**src/rtl/ef_uart_wb_bridge_pkg.sv**
```systemverilog
// ef_uart_wb_bridge_pkg: command/reply byte codes and FSM encoding for the UART-to-Wishbone bridge
package ef_uart_wb_bridge_pkg;
  localparam logic [7:0] CMD_WR  = 8'h57;
  localparam logic [7:0] CMD_RD  = 8'h52;
  localparam logic [7:0] RSP_OK  = 8'h4B;
  localparam logic [7:0] RSP_ERR = 8'h45;
  typedef enum logic [2:0] {
    S_IDLE,
    S_DEC,
    S_ADDR,
    S_DATA,
    S_BUS,
    S_RESP,
    S_ERR
  } state_t;
endpackage

```
**src/rtl/ef_uart_wb_bridge.sv**
```systemverilog
// ef_uart_wb_bridge: serial command frames from the UART RX path drive single 32-bit Wishbone cycles
module ef_uart_wb_bridge
  import ef_uart_wb_bridge_pkg::*;
#(
  parameter logic [19:0] BYTE_TO = 20'd100000,
  parameter logic [7:0]  WB_TO   = 8'd255
) (
  input  logic        clk_i,
  input  logic        rst_n_i,
  input  logic [7:0]  rx_data_i,
  input  logic        rx_valid_i,
  output logic [7:0]  tx_data_o,
  output logic        tx_valid_o,
  input  logic        tx_ready_i,
  output logic [31:0] adr_o,
  output logic [31:0] dat_o,
  input  logic [31:0] dat_i,
  output logic [3:0]  sel_o,
  output logic        cyc_o,
  output logic        stb_o,
  output logic        we_o,
  input  logic        ack_i,
  output logic        busy_o
);
  state_t state, state_nx;
  logic [7:0]  cmd;
  logic [1:0]  cnt;
  logic [1:0]  n;
  logic [31:0] adr_s;
  logic [31:0] dat_s;
  logic [31:0] rsp;
  logic [19:0] tmo;
  logic [7:0]  wb_cnt;
  logic        act;
  logic        is_wr;
  logic        last;
  logic        byte_exp;
  logic        wb_exp;

  assign is_wr    = cmd == CMD_WR;
  assign last     = rx_valid_i && cnt == 2'd3;
  assign byte_exp = BYTE_TO != 20'd0 && !rx_valid_i && tmo == BYTE_TO - 20'd1;
  assign wb_exp   = wb_cnt == WB_TO - 8'd1;

  // state register
  always_ff @(posedge clk_i or negedge rst_n_i)
    if (!rst_n_i) state <= S_IDLE;
    else state <= state_nx;

  // next-state: frame parsing, bus cycle outcome and reply drain
  always_comb begin
    state_nx = state;
    case (state)
      S_IDLE: if (rx_valid_i) state_nx = S_DEC;
      S_DEC:  state_nx = (cmd == CMD_WR || cmd == CMD_RD) ? S_ADDR : S_ERR;
      S_ADDR: if (last) state_nx = is_wr ? S_DATA : S_BUS;
              else if (byte_exp) state_nx = S_IDLE;
      S_DATA: if (last) state_nx = S_BUS;
              else if (byte_exp) state_nx = S_IDLE;
      S_BUS:  if (act && ack_i) state_nx = S_RESP;
              else if (act && wb_exp) state_nx = S_ERR;
      S_RESP: if (tx_ready_i && n == 2'd0) state_nx = S_IDLE;
      S_ERR:  state_nx = S_RESP;
      default: state_nx = S_IDLE;
    endcase
  end

  // outputs: bus strobes follow the active-cycle flag, TX valid is the RESP state itself
  always_comb begin
    cyc_o      = act;
    stb_o      = act;
    sel_o      = act ? 4'hF : 4'h0;
    we_o       = act && is_wr;
    busy_o     = state != S_IDLE;
    tx_valid_o = state == S_RESP;
    tx_data_o  = rsp[7:0];
  end

  // datapath: byte assembly, timeouts, bus cycle control and reply shift register
  always_ff @(posedge clk_i or negedge rst_n_i)
    if (!rst_n_i) begin
      cmd    <= '0;
      cnt    <= '0;
      n      <= '0;
      adr_s  <= '0;
      dat_s  <= '0;
      rsp    <= '0;
      tmo    <= '0;
      wb_cnt <= '0;
      act    <= 1'b0;
      adr_o  <= '0;
      dat_o  <= '0;
    end else begin
      if (state == S_IDLE && rx_valid_i) cmd <= rx_data_i;
      tmo <= (state inside {S_ADDR, S_DATA} && !rx_valid_i) ? tmo + 20'd1 : 20'd0;
      if (state == S_IDLE) cnt <= '0;
      if (state inside {S_ADDR, S_DATA} && rx_valid_i) begin
        cnt <= cnt + 2'd1;
        if (state == S_ADDR) adr_s[{cnt, 3'b000} +: 8] <= rx_data_i;
        else dat_s[{cnt, 3'b000} +: 8] <= rx_data_i;
      end
      if (state == S_BUS) begin
        if (!act) begin
          act    <= 1'b1;
          wb_cnt <= '0;
          adr_o  <= adr_s;
          if (is_wr) dat_o <= dat_s;
        end else if (ack_i) begin
          act <= 1'b0;
          rsp <= is_wr ? {24'd0, RSP_OK} : dat_i;
          n   <= is_wr ? 2'd0 : 2'd3;
        end else if (wb_exp) act <= 1'b0;
        else wb_cnt <= wb_cnt + 8'd1;
      end
      if (state == S_ERR) begin
        rsp <= {24'd0, RSP_ERR};
        n   <= '0;
      end
      if (state == S_RESP && tx_ready_i) begin
        rsp <= rsp >> 8;
        n   <= n - 2'd1;
      end
    end
endmodule

```
**config.mk**
```make
export PLATFORM = sky130hd
export DESIGN_NAME = ef_uart_wb_bridge
export DESIGN_NICKNAME = d
export VERILOG_FILES = /design/src/rtl/ef_uart_wb_bridge_pkg.sv /design/src/rtl/ef_uart_wb_bridge.sv
export SDC_FILE = /design/constraint.sdc
export NUM_CORES = 1
export LEC_CHECK = 0
export CAP_MARGIN = 10
export CORE_ASPECT_RATIO = 0.5
export CORE_UTILIZATION = 23
export CTS_BUF_LIST = sky130_fd_sc_hd__clkbuf_8 sky130_fd_sc_hd__clkbuf_16
export DETAILED_ROUTE_END_ITERATION = 8
export PLACE_DENSITY = 0.39
export SLEW_MARGIN = 20
export SYNTH_ARGS = -nofsm -noshare
export SYNTH_HDL_FRONTEND = slang
export SYNTH_SLANG_ARGS = --single-unit
```
**constraint.sdc**
```tcl
create_clock -name clk_i -period 1.78 [get_ports clk_i]
set_input_delay 0.356 -clock clk_i [delete_from_list [all_inputs] [get_ports clk_i]]
set_output_delay 0.356 -clock clk_i [all_outputs]
set_load 0.02 [all_outputs]
```
==> flow_metrics.tcl <==
set metrics [dict create \
    crit_type "reg2out" \
    cell_at_the_root_of_the_clock_tree "sky130_fd_sc_hd__clkbuf_16" \
    cts-htree-levels 1 \
    power-per-cell-area_nw_per_um2 1297 \
    detail_route.iter0.violations 306 \
    numClockSinks 204 \
    final-instance-count-excl-fill 1549 \
    post-route-util_pct 33.44 \
    number_of_global_route_vias_before_repair 6896 \
    route.detailed.vias_per_inst 4.320 \
    critical_path.slowest_cell "sky130_fd_sc_hd__dfrtp_1" \
    std_cell_rows 50 \
    critical_path.endpoint_type "primary output" \
    outcome "complete, but fails checks" \
    path_clk_slew_ps 60 \
    average_cell_area_after_synthesis_um2 11.15 \
    final_critical_path_setup_slack_ps -268.7 \
    clock_tree.buffer_depth 3 \
    skew_ps 16.07 \
    post_dp_cell_area_um2 11290 \
    synth_compound_area_share_pct 10.77 \
    worst_skew_pair.late_latency_ps 530 \
    worst_hold_path_type "in2async" \
    route.antenna.remaining_nets 0 \
    detail_route.first_pass.iterations 4 \
    synth-main-ff-cell "sky130_fd_sc_hd__dfrtp_1" \
    finish.net_count 1065 \
    initial_core_util_pct 23.57 \
    power_mw 16.38 \
    port_buffers 125 \
    final_hold_viol_count 0 \
    synth_seq_area_share_pct 57.31 \
    worstRegToRegCells 8 \
    category_of_cells_accounting_for_the_largest_share_of_critical_path_delay "simple AND/OR/NAND/NOR gates" \
    critical_path_required_ps 1420 \
    rrSetupSlack_ps -120 \
    synth-seq-cells 204 \
    max_freq_mhz 488.1 \
    timing.slew.headroom_pct 51.92 \
    post-route-min-period_ps 2049 \
    synth_edf_count 0 \
    worst_r2r_startpoint "cmd[5]" \
    drt_wl_total_um 25960 \
    number_of_antenna_violations_at_the_first_check_in_global_routing 0 \
    synth.mux.area_fraction_pct 9.173 \
    startpoint "cmd[5]" \
    synth_top_family_by_area "simple AND/OR/NAND/NOR gates" \
    gr-usage-all-layers_pct 12.79 \
    grt_setup_unrepaired "true" \
    number_of_max_slew_violations_in_the_final_report 0 \
    via_count 6692 \
    gp_congestion 0.7973 \
    largest_stage_delay_on_the_critical_path_ps 370 \
    syn-instance-count 799 \
    place_inst 1476 \
    drcViolationCount 0 \
    final.period_utilization_pct 115.1 \
    grt_first_pass_wirelength_um 39610 \
    final-setup-viol-count 51 \
    cts_made_buffers 23 \
    netlist-cell-type-count 58 \
    grt_start_max_net_pins 54 \
    critical_path.cell_chain "and4bb_1, and4_4, and2_4, buf_6" \
    insertedDiodeCount 0 \
    synth.top_cells.by_area "sky130_fd_sc_hd__dfrtp_1, sky130_fd_sc_hd__nand2_1, sky130_fd_sc_hd__mux2_2, sky130_fd_sc_hd__mux2_4, sky130_fd_sc_hd__o21ai_0" \
    synth.yosys.warnings 0 \
    dieArea_um2 39570 \
    failed_checks "setup timing" \
    synth_top_cell_by_area "sky130_fd_sc_hd__dfrtp_1" \
    proportion_of_layout_cells_with_a_drive_suffix_above_1_pct 25.46 \
    floorplan.die.width_um 280.3 \
    synth-async-reset-ratio_pct 100.0 \
    tritoncts_clock_tree "yes" \
    placed_wire_length_estimate_um 17380 \
    synth_adder_area_share_pct 1.124 \
    synth.cell_area_um2 8907 \
    worst-endpoint-arrival_ps 1690 \
    power.leakage_nw 6.223 \
    critPathLaunchType "flip-flop" \
    tightestPinTransition_ps 720.4 \
    synth_xor_area_share_pct 1.082 \
    vdd_drop_max_v 0.0007413 \
    drv.max_cap_violation_count 0 \
    critical_path_buf_inv_count 1 \
    synthDominantCellAreaShare_pct 57.31 \
    io-pin-count 126 \
    syn_to_final_growth_pct 41.85 \
    design.core.area_um2 37790 \
    wl_per_cell_um 16.76 \
    globalRouteOverflowTotal 0 \
    critical_path_cell_count 4 \
    critPathMaxFanout 2 \
    final_area_um2 12630 \
    synth_area_in_simple_gates_pct 16.21 \
    mappedNetlistNets 852 \
    dieHeight_um 141.2 \
]
sequential cells by signal, indices dropped and copies added (netlist names):
name / cells
state: 3
cmd: 8
cnt: 2
adr_o: 32
wb_cnt: 8
n: 2
dat_s: 32
cyc_o: 1
dat_o: 32
adr_s: 32
tmo: 20
rsp: 32
area by class of cell:
cell class / instances / area (um^2)
Fill cell: 3898 / 25150
Timing Repair Buffer: 236 / 2330
Tap cell: 520 / 650.6
Clock buffer: 25 / 603.1
Clock inverter: 17 / 160.2
Inverter: 29 / 108.9
Sequential cell: 204 / 5110
Multi-Input combinational cell: 518 / 3672
Yosys cell counts (2+ instances only):
| cell | n |
|---|---|
| sky130_fd_sc_hd__mux2i_1 | 10 |
| sky130_fd_sc_hd__dfrtp_1 | 204 |
| sky130_fd_sc_hd__and4_1 | 3 |
| sky130_fd_sc_hd__and3_1 | 2 |
| sky130_fd_sc_hd__ha_1 | 8 |
| sky130_fd_sc_hd__a21o_1 | 3 |
| sky130_fd_sc_hd__or4_1 | 3 |
| sky130_fd_sc_hd__nor3_1 | 7 |
| sky130_fd_sc_hd__o21a_1 | 2 |
| sky130_fd_sc_hd__o31ai_1 | 4 |
| sky130_fd_sc_hd__a21oi_1 | 12 |
| sky130_fd_sc_hd__nand2_1 | 150 |
| sky130_fd_sc_hd__and2_1 | 32 |
| sky130_fd_sc_hd__nand2b_1 | 7 |
| sky130_fd_sc_hd__a221o_1 | 21 |
| sky130_fd_sc_hd__mux2_4 | 23 |
| sky130_fd_sc_hd__a31oi_1 | 6 |
| sky130_fd_sc_hd__o21ai_0 | 48 |
| sky130_fd_sc_hd__nor4bb_1 | 2 |
| sky130_fd_sc_hd__nor3b_1 | 5 |
| sky130_fd_sc_hd__buf_6 | 3 |
| sky130_fd_sc_hd__nand3_1 | 21 |
| sky130_fd_sc_hd__buf_2 | 11 |
| sky130_fd_sc_hd__a41o_1 | 2 |
| sky130_fd_sc_hd__nor2b_1 | 3 |
| sky130_fd_sc_hd__xnor2_1 | 9 |
| sky130_fd_sc_hd__nor2_1 | 28 |
| sky130_fd_sc_hd__buf_4 | 16 |
| sky130_fd_sc_hd__inv_1 | 29 |
| sky130_fd_sc_hd__a22o_1 | 26 |
| sky130_fd_sc_hd__xor2_1 | 2 |
| sky130_fd_sc_hd__mux2_2 | 33 |
| sky130_fd_sc_hd__clkbuf_1 | 17 |
| sky130_fd_sc_hd__or3_1 | 5 |
| sky130_fd_sc_hd__a211o_1 | 2 |
| sky130_fd_sc_hd__nand4_1 | 12 |
| sky130_fd_sc_hd__nor4_1 | 7 |
routing by layer:
layer / vias to the layer above / track usage [%] / wire (um)
met1: 3383 / 17.27 / 12180
met5: - / 0 / 0
li1: 3211 / - / -
met3: 32 / 2.121 / 639
met4: 0 / 2.790 / 449
met2: 66 / 21.46 / 12690
logic make-up (layout without fill, tap and decap cells):
logic type / count (synthesis) / in the layout
AO/OA/AOI/OAI: 136 / 136
adder cells (fa/ha/maj): 8 / 8
AND/OR/NAND/NOR: 297 / 297
buffers and inverters: 77 / 307
multiplexers: 66 / 66
XOR/XNOR: 11 / 11
flip-flops: 204 / 204
metrics by stage:
step | TNS, ps | hold slack [ps] | setup slack [ps]
3_5_place_dp | -33430 | 309.9 | -413.7
4_1_cts | -3535 | 310.3 | -321.9
6_report | -4229 | 321.5 | -268.7
3_3_place_gp | -30350 | 308.7 | -366.2
5_1_grt | -7706 | 340.7 | -349.9
2_1_floorplan | 0 | 60.41 | 32.30
repair_timing:
action / CTS / global route
setup endpoints to repair: 183 / 130
pin swaps: 11 / 14
hold endpoints to repair: 33 / 0
resized for setup: 130 / 60
buffers inserted: 9 / 14
hold buffers: 1 / 0
cloned: 1 / 7
report_power, final:
part	internal, mW	switching [mW]	total, mW
logic	2.71	2.76	5.47
registers	5.52	0.549	6.07
clock network	2.76	2.08	4.84
placed cells by master (no fill, tap or decap), types with 25 or more instances in the layout:
master                            instances
sky130_fd_sc_hd__mux2_2                  31
sky130_fd_sc_hd__nand2_1                142
sky130_fd_sc_hd__dlygate4sd2_1           72
sky130_fd_sc_hd__inv_1                   31
sky130_fd_sc_hd__and2_1                  31
sky130_fd_sc_hd__mux2_4                  25
sky130_fd_sc_hd__dfrtp_1                200
sky130_fd_sc_hd__clkdlybuf4s50_1         43
sky130_fd_sc_hd__buf_4                   76
sky130_fd_sc_hd__o21ai_0                 37
sky130_fd_sc_hd__a22o_1                  26
sky130_fd_sc_hd__nor2_1                  27
sky130_fd_sc_hd__clkbuf_16               28
worst paths after layout:
kind                             endpoint
worst max-delay path                 we_o
worst min-delay path               tmo[1]
worst max register to register    rsp[21]
worst min register to register  adr_o[18]
max in group asynchronous        dat_s[8]
min in group clk_i                 rsp[9]
worst reg2reg max path: stages (launching register included):
cell and delay, ps:
sky130_fd_sc_hd__dfrtp_1 370, sky130_fd_sc_hd__and4bb_1 310, sky130_fd_sc_hd__and4_4 250, sky130_fd_sc_hd__buf_4 120, sky130_fd_sc_hd__buf_8 120, sky130_fd_sc_hd__nor3_4 50, sky130_fd_sc_hd__buf_12 130, sky130_fd_sc_hd__buf_12 140
sky130_fd_sc_hd__a221o_1 300
(Power assumes the default switching activity.)
